==> config.mk <==
export PLATFORM = sky130hd
export DESIGN_NAME = mc_ctrl
export DESIGN_NICKNAME = d
export VERILOG_FILES = /design/src/rtl/mc_ctrl.sv
export SDC_FILE = /design/constraint.sdc
export NUM_CORES = 1
export LEC_CHECK = 0
export ABC_CLOCK_PERIOD_IN_PS = 6340
export BUFFER_PORTS_ARGS = -buffer_cell sky130_fd_sc_hd__buf_2
export CELL_PAD_IN_SITES_DETAIL_PLACEMENT = 0
export CELL_PAD_IN_SITES_GLOBAL_PLACEMENT = 1
export CORE_UTILIZATION = 41
export CTS_CLUSTER_DIAMETER = 30
export DETAILED_ROUTE_END_ITERATION = 10
export GPL_ROUTABILITY_DRIVEN = 1
export PLACE_DENSITY_LB_ADDON = 0.1
export SLEW_MARGIN = 20
export SYNTH_ARGS = -nofsm -noshare
export SYNTH_HDL_FRONTEND = slang
export SYNTH_SLANG_ARGS = --single-unit
==> constraint.sdc <==
create_clock -name clk -period 6.34 [get_ports clk]
set_clock_uncertainty 0.15 [all_clocks]
set_input_delay 0.317 -clock clk [delete_from_list [all_inputs] [get_ports clk]]
set_output_delay 0.317 -clock clk [all_outputs]
set_load 0.005 [all_outputs]
==> src/rtl/mc_ctrl.sv <==
// rtl/mc_ctrl.sv - multi-cycle MIPS-subset controller with memory handshake
//
// Ports:
//   clk, reset        rising-edge clock, asynchronous active-low reset
//   OpCode, Funct     instruction fields from the datapath IR
//   Zero              ALU zero flag (beq resolution)
//   mem_ready         memory completes the current request this cycle
//   mem_req, MemRead, MemWrite       memory request and access type
//   PCWrite, IRWrite, RegWrite, ALUSrc, RegDst, DataSrc, NPC_Sel, ExtOp, ALUOp
//                     datapath enables and selects
//   illegal           one-cycle pulse when an undecodable instruction is decoded
//   retired           retired-instruction counter (wraps)
//   state             current FSM state, for debug

module mc_ctrl #(
    parameter int RETIRE_W = 32
) (
    input  logic                clk,
    input  logic                reset,
    input  logic [5:0]          OpCode,
    input  logic [5:0]          Funct,
    input  logic                Zero,
    input  logic                mem_ready,
    output logic                mem_req,
    output logic                MemRead,
    output logic                MemWrite,
    output logic                PCWrite,
    output logic                IRWrite,
    output logic                RegWrite,
    output logic                ALUSrc,
    output logic [1:0]          RegDst,
    output logic [1:0]          DataSrc,
    output logic [1:0]          NPC_Sel,
    output logic [1:0]          ExtOp,
    output logic [2:0]          ALUOp,
    output logic                illegal,
    output logic [RETIRE_W-1:0] retired,
    output logic [2:0]          state
);

    typedef enum logic [2:0] {
        S_FETCH  = 3'd0,
        S_DECODE = 3'd1,
        S_EXEC   = 3'd2,
        S_MEM    = 3'd3,
        S_WB     = 3'd4
    } state_t;

    typedef enum logic [3:0] {
        I_ADDU, I_SUBU, I_JR, I_ORI, I_LUI, I_LW, I_SW, I_BEQ, I_J, I_JAL, I_ILL
    } instr_t;

    state_t             state_q, state_d;
    logic [RETIRE_W-1:0] retired_q;
    instr_t             instr;

    // Instruction decode straight from the IR fields.
    always_comb begin
        instr = I_ILL;
        case (OpCode)
            6'b000000: begin
                case (Funct)
                    6'b100001: instr = I_ADDU;
                    6'b100011: instr = I_SUBU;
                    6'b001000: instr = I_JR;
                    default:   instr = I_ILL;
                endcase
            end
            6'b001101: instr = I_ORI;
            6'b001111: instr = I_LUI;
            6'b100011: instr = I_LW;
            6'b101011: instr = I_SW;
            6'b000100: instr = I_BEQ;
            6'b000010: instr = I_J;
            6'b000011: instr = I_JAL;
            default:   instr = I_ILL;
        endcase
    end

    // Control outputs and next state. Everything is held at zero while reset
    // is asserted, so the FETCH request only starts once reset is released.
    always_comb begin
        state_d  = state_q;
        mem_req  = 1'b0;
        MemRead  = 1'b0;
        MemWrite = 1'b0;
        PCWrite  = 1'b0;
        IRWrite  = 1'b0;
        RegWrite = 1'b0;
        ALUSrc   = 1'b0;
        RegDst   = 2'b00;
        DataSrc  = 2'b00;
        NPC_Sel  = 2'b00;
        ExtOp    = 2'b00;
        ALUOp    = 3'b000;
        illegal  = 1'b0;
        if (reset) begin
            case (state_q)
                S_FETCH: begin
                    mem_req = 1'b1;
                    MemRead = 1'b1;
                    if (mem_ready) begin
                        IRWrite = 1'b1;
                        state_d = S_DECODE;
                    end
                end
                S_DECODE: begin
                    state_d = S_EXEC;
                    case (instr)
                        I_J: begin
                            PCWrite = 1'b1;
                            NPC_Sel = 2'b10;
                            state_d = S_FETCH;
                        end
                        I_JAL: begin
                            PCWrite  = 1'b1;
                            NPC_Sel  = 2'b10;
                            RegWrite = 1'b1;
                            RegDst   = 2'b10;
                            DataSrc  = 2'b10;
                            state_d  = S_FETCH;
                        end
                        I_JR: begin
                            PCWrite = 1'b1;
                            NPC_Sel = 2'b11;
                            state_d = S_FETCH;
                        end
                        I_ILL: begin
                            // Skip the bad instruction: advance PC, flag it.
                            illegal = 1'b1;
                            PCWrite = 1'b1;
                            state_d = S_FETCH;
                        end
                        default: state_d = S_EXEC;
                    endcase
                end
                S_EXEC: begin
                    state_d = S_WB;
                    case (instr)
                        I_SUBU: ALUOp = 3'b001;
                        I_ORI: begin
                            ALUOp  = 3'b010;
                            ALUSrc = 1'b1;
                        end
                        I_LUI: begin
                            ALUOp  = 3'b010;
                            ALUSrc = 1'b1;
                            ExtOp  = 2'b10;
                        end
                        I_LW, I_SW: begin
                            ALUSrc  = 1'b1;
                            ExtOp   = 2'b01;
                            state_d = S_MEM;
                        end
                        I_BEQ: begin
                            ALUOp   = 3'b001;
                            ExtOp   = 2'b01;
                            PCWrite = 1'b1;
                            NPC_Sel = Zero ? 2'b01 : 2'b00;
                            state_d = S_FETCH;
                        end
                        default: ALUOp = 3'b000;
                    endcase
                end
                S_MEM: begin
                    // ALU keeps driving the address from EXEC operands.
                    mem_req = 1'b1;
                    ALUSrc  = 1'b1;
                    ExtOp   = 2'b01;
                    if (instr == I_SW) begin
                        MemWrite = 1'b1;
                        if (mem_ready) begin
                            PCWrite = 1'b1;
                            state_d = S_FETCH;
                        end
                    end else begin
                        MemRead = 1'b1;
                        if (mem_ready) state_d = S_WB;
                    end
                end
                S_WB: begin
                    RegWrite = 1'b1;
                    PCWrite  = 1'b1;
                    if (instr == I_ADDU || instr == I_SUBU) RegDst = 2'b01;
                    if (instr == I_LW) DataSrc = 2'b01;
                    state_d = S_FETCH;
                end
                default: state_d = S_FETCH;
            endcase
        end
    end

    always_ff @(posedge clk or negedge reset) begin
        if (!reset) begin
            state_q   <= S_FETCH;
            retired_q <= '0;
        end else begin
            state_q <= state_d;
            if (PCWrite && !illegal) retired_q <= retired_q + RETIRE_W'(1);
        end
    end

    assign retired = retired_q;
    assign state   = state_q;

endmodule

==> results of run 1 <==
[cells in the mapped netlist (all sizes together) (3+ instances only)]
cell type | instances | area, um2
dfrtp | 35 | 876
and3 | 14 | 87.6
nand2 | 24 | 90.1
xor2 | 28 | 245
buf | 11 | 83.8
nand4 | 5 | 31.3
o21ai | 6 | 30.0
inv | 7 | 26.3
nor4b | 3 | 26.3
nor3 | 23 | 140
xnor2 | 5 | 43.8
nor2 | 14 | 52.6
nor2b | 4 | 25.0
nor4 | 15 | 138
a21oi | 4 | 20.0
nand3 | 11 | 55.1
or2 | 3 | 18.8
[flip-flops by register name, indices dropped and copies added (netlist names)]
register	flops
retired	32
state	3
[logic make-up after synthesis]
logic type / Yosys count / share of synthesized area
xor+xnor: 33 / 0.126
fa+ha+maj: 1 / 0.00546
simple gates: 128 / 0.337
flops: 35 / 0.382
compound gates: 26 / 0.0912
mux: 1 / 0.00491
buf+inv: 20 / 0.0513
other cells: 1 / 0.00164
[per-stage QoR]
step / worst slack, ps / instances / hold WS (ps) / area [um2]
floorplan: 3690 / 245 / -129 / 2290
global placement: 3420 / 372 / 249 / 2640
detailed placement: 3360 / 372 / 250 / 2640
CTS: 3200 / 381 / 320 / 2730
global route: 2960 / 381 / 343 / 2730
finish: 3220 / 381 / 324 / 2730
[repair_timing]
item	4_1_cts	5_1_grt
hold endpoints to repair	35	0
endpoints found under the setup margin	0	0
hold buffers	1	0
[tightest hold or removal path, cell delays in order]
cell	delay [ps]
buf_2	100
o31ai_1	110
a21o_1	190
[worst max-delay path by stage]
stage                     slack (ps)      from  cells past startpoint     endpoint
final                           3220     reset                      8       ALUSrc
after global routing            2960     reset                     10  retired[24]
after CTS                       3200     reset                      8       ALUSrc
after detailed placement        3360  Funct[2]                      8   retired[1]
after global placement          3420  Funct[2]                      8   retired[1]
after floorplan                 3690  Funct[2]                      7   retired[1]
[power by group]
part	total, mW	internal (mW)	switching, mW
registers	0.267	0.236	0.0312
logic	0.117	0.0481	0.0685
clock network	0.152	0.0770	0.0754
total	0.536	0.361	0.175
[final cells by class]
cell class | instances | area (um2)
sequential | 35 | 876
tap | 70 | 87.6
fill | 536 | 2500
clock inverter | 1 | 5.00
timing repair buffer | 71 | 365
multi-input combinational | 190 | 1300
inverter | 7 | 26.3
clock buffer | 7 | 76.3
[metal layers]
layer  vias up  GRT usage  wire [um]
met2        68      0.272       2490
met5         -          0          0
met1       984      0.285       2660
met4         0     0.0423         14
li1       1011          -          -
met3         2     0.0512        356
==> summary.txt, run 1 <==
Outcome
  – Run status: finished, final reports clean

Floorplan
  – Num rows: 26
  – Core area: around 5200 um2
  – Boundary Pins: 70
  – Starting density of the core: 0.437
  – Die area: between 5000 and 6000 um2
  – Die Span Y: between 70 and 80 um
  – Die Span X: approximately 77 um

Routing
  – DRC Markers: 0
  – Via count: 2065
  – Post-Route WL: approximately 5.5 mm
  – Final ANT Viol Nets: 0
  – Vias/cell: ~5.4
  – TritonRoute pass-1 iters: 4
  – Wire per inst: between 10 and 15 um
  – Number of DRC markers in iteration 0: a little over 80

Worst setup path
  – Crit-path most repeated cell: buf_2
  – Max stage delay cell, worst path: dlygate4sd3_1
  – Reg2Reg Depth: 8
  – Worst reg2reg startpoint: state[0]
  – Slack of the worst reg-to-reg path: ~3800 ps
  – CP cell instances: dlygate4sd3_1 > buf_2 > buf_4 > nor2b_1 > nand2_1 > or4_1 > o22ai_1 > buf_2
  – CP Buf/Inv Count: 4
  – CP arrival: around 2700 ps
  – Worst EP required: 5870 ps
  – CP peak stage delay: roughly 520 ps
  – Crit path capture type: output port
  – Critical path's top delay family: buffers and inverters
  – R2R Path End: retired[30]
  – Worst Path Max Fanout: 40
  – Critical path type: in -> out
  – Worst setup SP type: primary input

Hold path
  – Hold-critical path depth: 3
  – Hold EP: state[0]
  – Startpoint of the worst hold path: mem_ready
  – Worst Hold Class: in -> reg

Pwr
  – PD cells: 196 nW/um2
  – Tot Pwr: roughly 540 uW
  – VDD IR max: 137 uV
  – Leak Pwr: around 1.5 nW

Timing
  – Fmax: ~320 MHz
  – Final slew viol count: 0
  – Crit share post-route: 0.493
  – Final setup viols: 0
  – Rel. slew slack: 0.570
  – Slew @ Worst Pin: 643 ps
  – Post-layout min period: 3120 ps
  – Endpoints failing hold: 0
  – Setup tns final: 0 ps
  – Unrepaired setup endpoints after global routing: no

CTS
  – Worst skew pair latency: about 280 ps
  – Clock Tree Root: clkbuf_8
  – CTS clock-pin slew for the worst setup and hold paths: roughly 70 ps
  – CTS max path bufs: 2
  – CTS H-tree depth: 2
  – CTS tree: done
  – Post-CTS Setup Inserts: 0
  – Clock sinks: 35
  – CTS resizes: 0
  – Cts bufs inserted: 5

Layout
  – Finished Core Util: 0.522
  – Layout Nets: about 330
  – Layout cells sized above 1: 0.309
  – Antenna Cells: 0
  – Area added between synthesis and finish: 19.3%
  – Leading cell types in the layout, fill and taps excluded: 68 x buf_2, 35 x dfrtp_1, 28 x xor2_1
  – Commonest non-fill, non-tap cell in the layout: buf_2

Logic synthesis
  – Syn Nets: ~260
  – Yosys reg bits: 35
  – Yosys warnings: 0
  – Post-synth EDFFs: 0
  – Syn_area_per_cell: between 9 and 10 um2
  – Post-synth ARST share: 1.00
  – Yosys cell types: 47
  – Register area share after synthesis: 0.382
  – Post-synthesis cell area: between 2000 and 2500 um2
  – Post-synth top flop: dfrtp_1
  – Syn Inst Count: 245

GRT
  – Congestion Overflow GR: 0
  – First-pass GRT wire length: between 9 and 10 mm
  – Initial antenna violation count: 0
  – Largest net degree at the start of global routing: 41
  – Total track usage: 0.191
  – Vias in the first global route: 1893

Placement
  – GPL Wtd Cong: 0.826
  – Post-detail-place hpwl: between 3 and 4 mm
  – # port buffers: between 60 and 70

Job
  – Max-Cap Viols: 0
Power figures use the tool's default switching activity.
==> run 2, diff against run 1 <==
- ABC_CLOCK_PERIOD_IN_PS: 6340 -> 2800
- CORE_UTILIZATION: 41 -> 35
- clock period: 6.34 -> 2.8 ns (I/O delays scaled with it)
==> run 2 against run 1 <==
Wire length fell by 1.2%. Highest routed layer unchanged. Sequential cell count did not move. Final area rose by 2.6%. Largest power group unchanged. Critical path depth rose by 2. Die area rose by 17%. Critical endpoint unchanged.
==> summary.txt, run 2 (synthesized netlist as in run 1, its figures left out) <==
Timing
  – Setup tns final: 0 ps
  – Unrepaired setup endpoints after global routing: no
  – Final slew viol count: 0
  – Final setup viols: 0
  – Post-layout min period: between 2000 and 2500 ps
  – Endpoints failing hold: 0
  – Fmax: roughly 420 MHz
  – Crit share post-route: 0.856
  – Min Hold Slack: 152 ps

Worst setup path
  – CP Buf/Inv Count: 4
  – CP peak stage delay: approximately 500 ps
  – Worst EP required: 2510 ps
  – Max stage delay cell, worst path: or4_4
  – R2R Path End: retired[19]
  – CP cell instances: buf_2 > or2_1 > or4_4 > a221oi_4 > buf_4 > nor2b_1 > buf_4 > nor2b_1 > o22ai_1 > buf_2
  – Critical path's top delay family: simple AND/OR/NAND/NOR gates
  – Critical path type: in -> out
  – Crit path capture type: output port
  – CP arrival: ~2100 ps
  – Worst Path Max Fanout: 5
  – Worst reg2reg startpoint: state[2]
  – Reg2Reg Depth: 7
  – Worst setup SP type: primary input
  – CP Depth: 10
  – Slack of the worst reg-to-reg path: 480 ps

Routing
  – TritonRoute pass-1 iters: 4
  – Wire per inst: 13.9 um
  – Post-Route WL: 5.46 mm
  – Via count: just over 2000
  – DRC Markers: 0
  – Final ANT Viol Nets: 0
  – Number of DRC markers in iteration 0: between 60 and 70
  – Vias/cell: 5.16

CTS
  – CTS H-tree depth: 2
  – CTS Hold Buffers Added: 1
  – Post-CTS Setup Inserts: 0
  – Clock sinks: 35
  – Clock Tree Root: clkbuf_8
  – CTS resizes: 0
  – Worst skew pair latency: ~290 ps
  – CTS clock-pin slew for the worst setup and hold paths: about 80 ps
  – CTS max path bufs: 2
  – Cts bufs inserted: 5
  – CTS tree: done

Layout
  – Max reg flops: 32
  – Layout cells sized above 1: 0.326
  – Area added between synthesis and finish: 22.4%
  – Layout Nets: roughly 330
  – Final non-filler cell total: about 390
  – Antenna Cells: 0
  – Commonest non-fill, non-tap cell in the layout: buf_2
  – Leading cell types in the layout, fill and taps excluded: 68 x buf_2, 35 x dfrtp_1, 28 x xor2_1
  – Finished Core Util: 0.442

Floorplan
  – Starting density of the core: 0.361
  – Die area: 6870 um2
  – Num rows: 29
  – Core area: between 6000 and 7000 um2
  – Die Span Y: just over 80 um
  – Boundary Pins: 70
  – Die Span X: 82.9 um

Hold path
  – Worst Hold Class: in -> reg
  – Hold-critical path depth: 3
  – Startpoint of the worst hold path: mem_ready
  – Hold EP: state[0]

Outcome
  – Run status: finished, final reports clean

GRT
  – Initial antenna violation count: 0
  – Total track usage: 0.159
  – First-pass GRT wire length: between 8 and 9 mm
  – Congestion Overflow GR: 0
  – Vias in the first global route: 1763
  – Largest net degree at the start of global routing: 39

Pwr
  – Sequential share of power: 0.470
  – VDD IR max: 248 uV
  – Clock power frac: 0.301
  – PD cells: 453 nW/um2
  – Tot Pwr: roughly 1.3 mW
  – Psw: 434 uW
  – Leak Pwr: 1.49 nW
  – Comb pwr share: 0.229
  – P_int: ~830 uW
  – Sw Ratio: 0.342

Placement
  – # port buffers: 68
  – Post-detail-place hpwl: between 4 and 5 mm
  – Placed cell count: 384
  – GPL Wtd Cong: just over 0.8

Job
  – Max-Cap Viols: 0
[run 2: cell type report]
cell class / instances / area [um2]
Clock buffer: 5 / 68.8
Clock inverter: 3 / 23.8
Fill cell: 643 / 3550
Inverter: 7 / 26.3
Multi-Input combinational cell: 190 / 1300
Sequential cell: 35 / 876
Tap cell: 77 / 96.3
Timing Repair Buffer: 76 / 415
[run 2: how the worst max path moves through the flow]
stage / startpoint / endpoint / slack, ps
3_3_place_gp: Funct[2] / retired[30] / 300
4_1_cts: Funct[2] / ALUSrc / 400
6_report: Funct[2] / ALUSrc / 400
3_5_place_dp: Funct[2] / retired[19] / 270
5_1_grt: reset / retired[31] / 220
2_1_floorplan: Funct[2] / retired[1] / 330
[run 2: power groups by stage]
stage          clock network [mW]  registers, mW  logic, mW
2_1_floorplan                   0          0.588      0.182
3_3_place_gp                    0          0.605      0.292
3_5_place_dp                    0          0.604      0.289
4_1_cts                     0.395          0.595      0.291
5_1_grt                     0.413          0.602      0.325
6_report                    0.382          0.596      0.291
[run 2: worst min-delay path: stages]
cell and delay (ps):
buf_2 100, o31ai_1 110, a21o_1 190
[run 2: stage by stage]
| stage | area [um2] | worst slack, ps |
|---|---|---|
| final | 2800 | 402 |
| after global routing | 2800 | 217 |
| after CTS | 2800 | 398 |
| after detailed placement | 2700 | 273 |
| after global placement | 2700 | 304 |
| after floorplan | 2290 | 326 |
[run 2: routing by layer]
| layer | GRT usage | part of all wire | routed length (um) | up-vias |
|---|---|---|---|---|
| li1 | - | - | - | 1027 |
| met1 | 0.249 | 0.55 | 2990 | 952 |
| met2 | 0.223 | 0.41 | 2230 | 46 |
| met3 | 0.0328 | 0.039 | 213 | 4 |
| met4 | 0.0329 | 0.0046 | 25 | 0 |
| met5 | 0 | 0 | 0 | - |
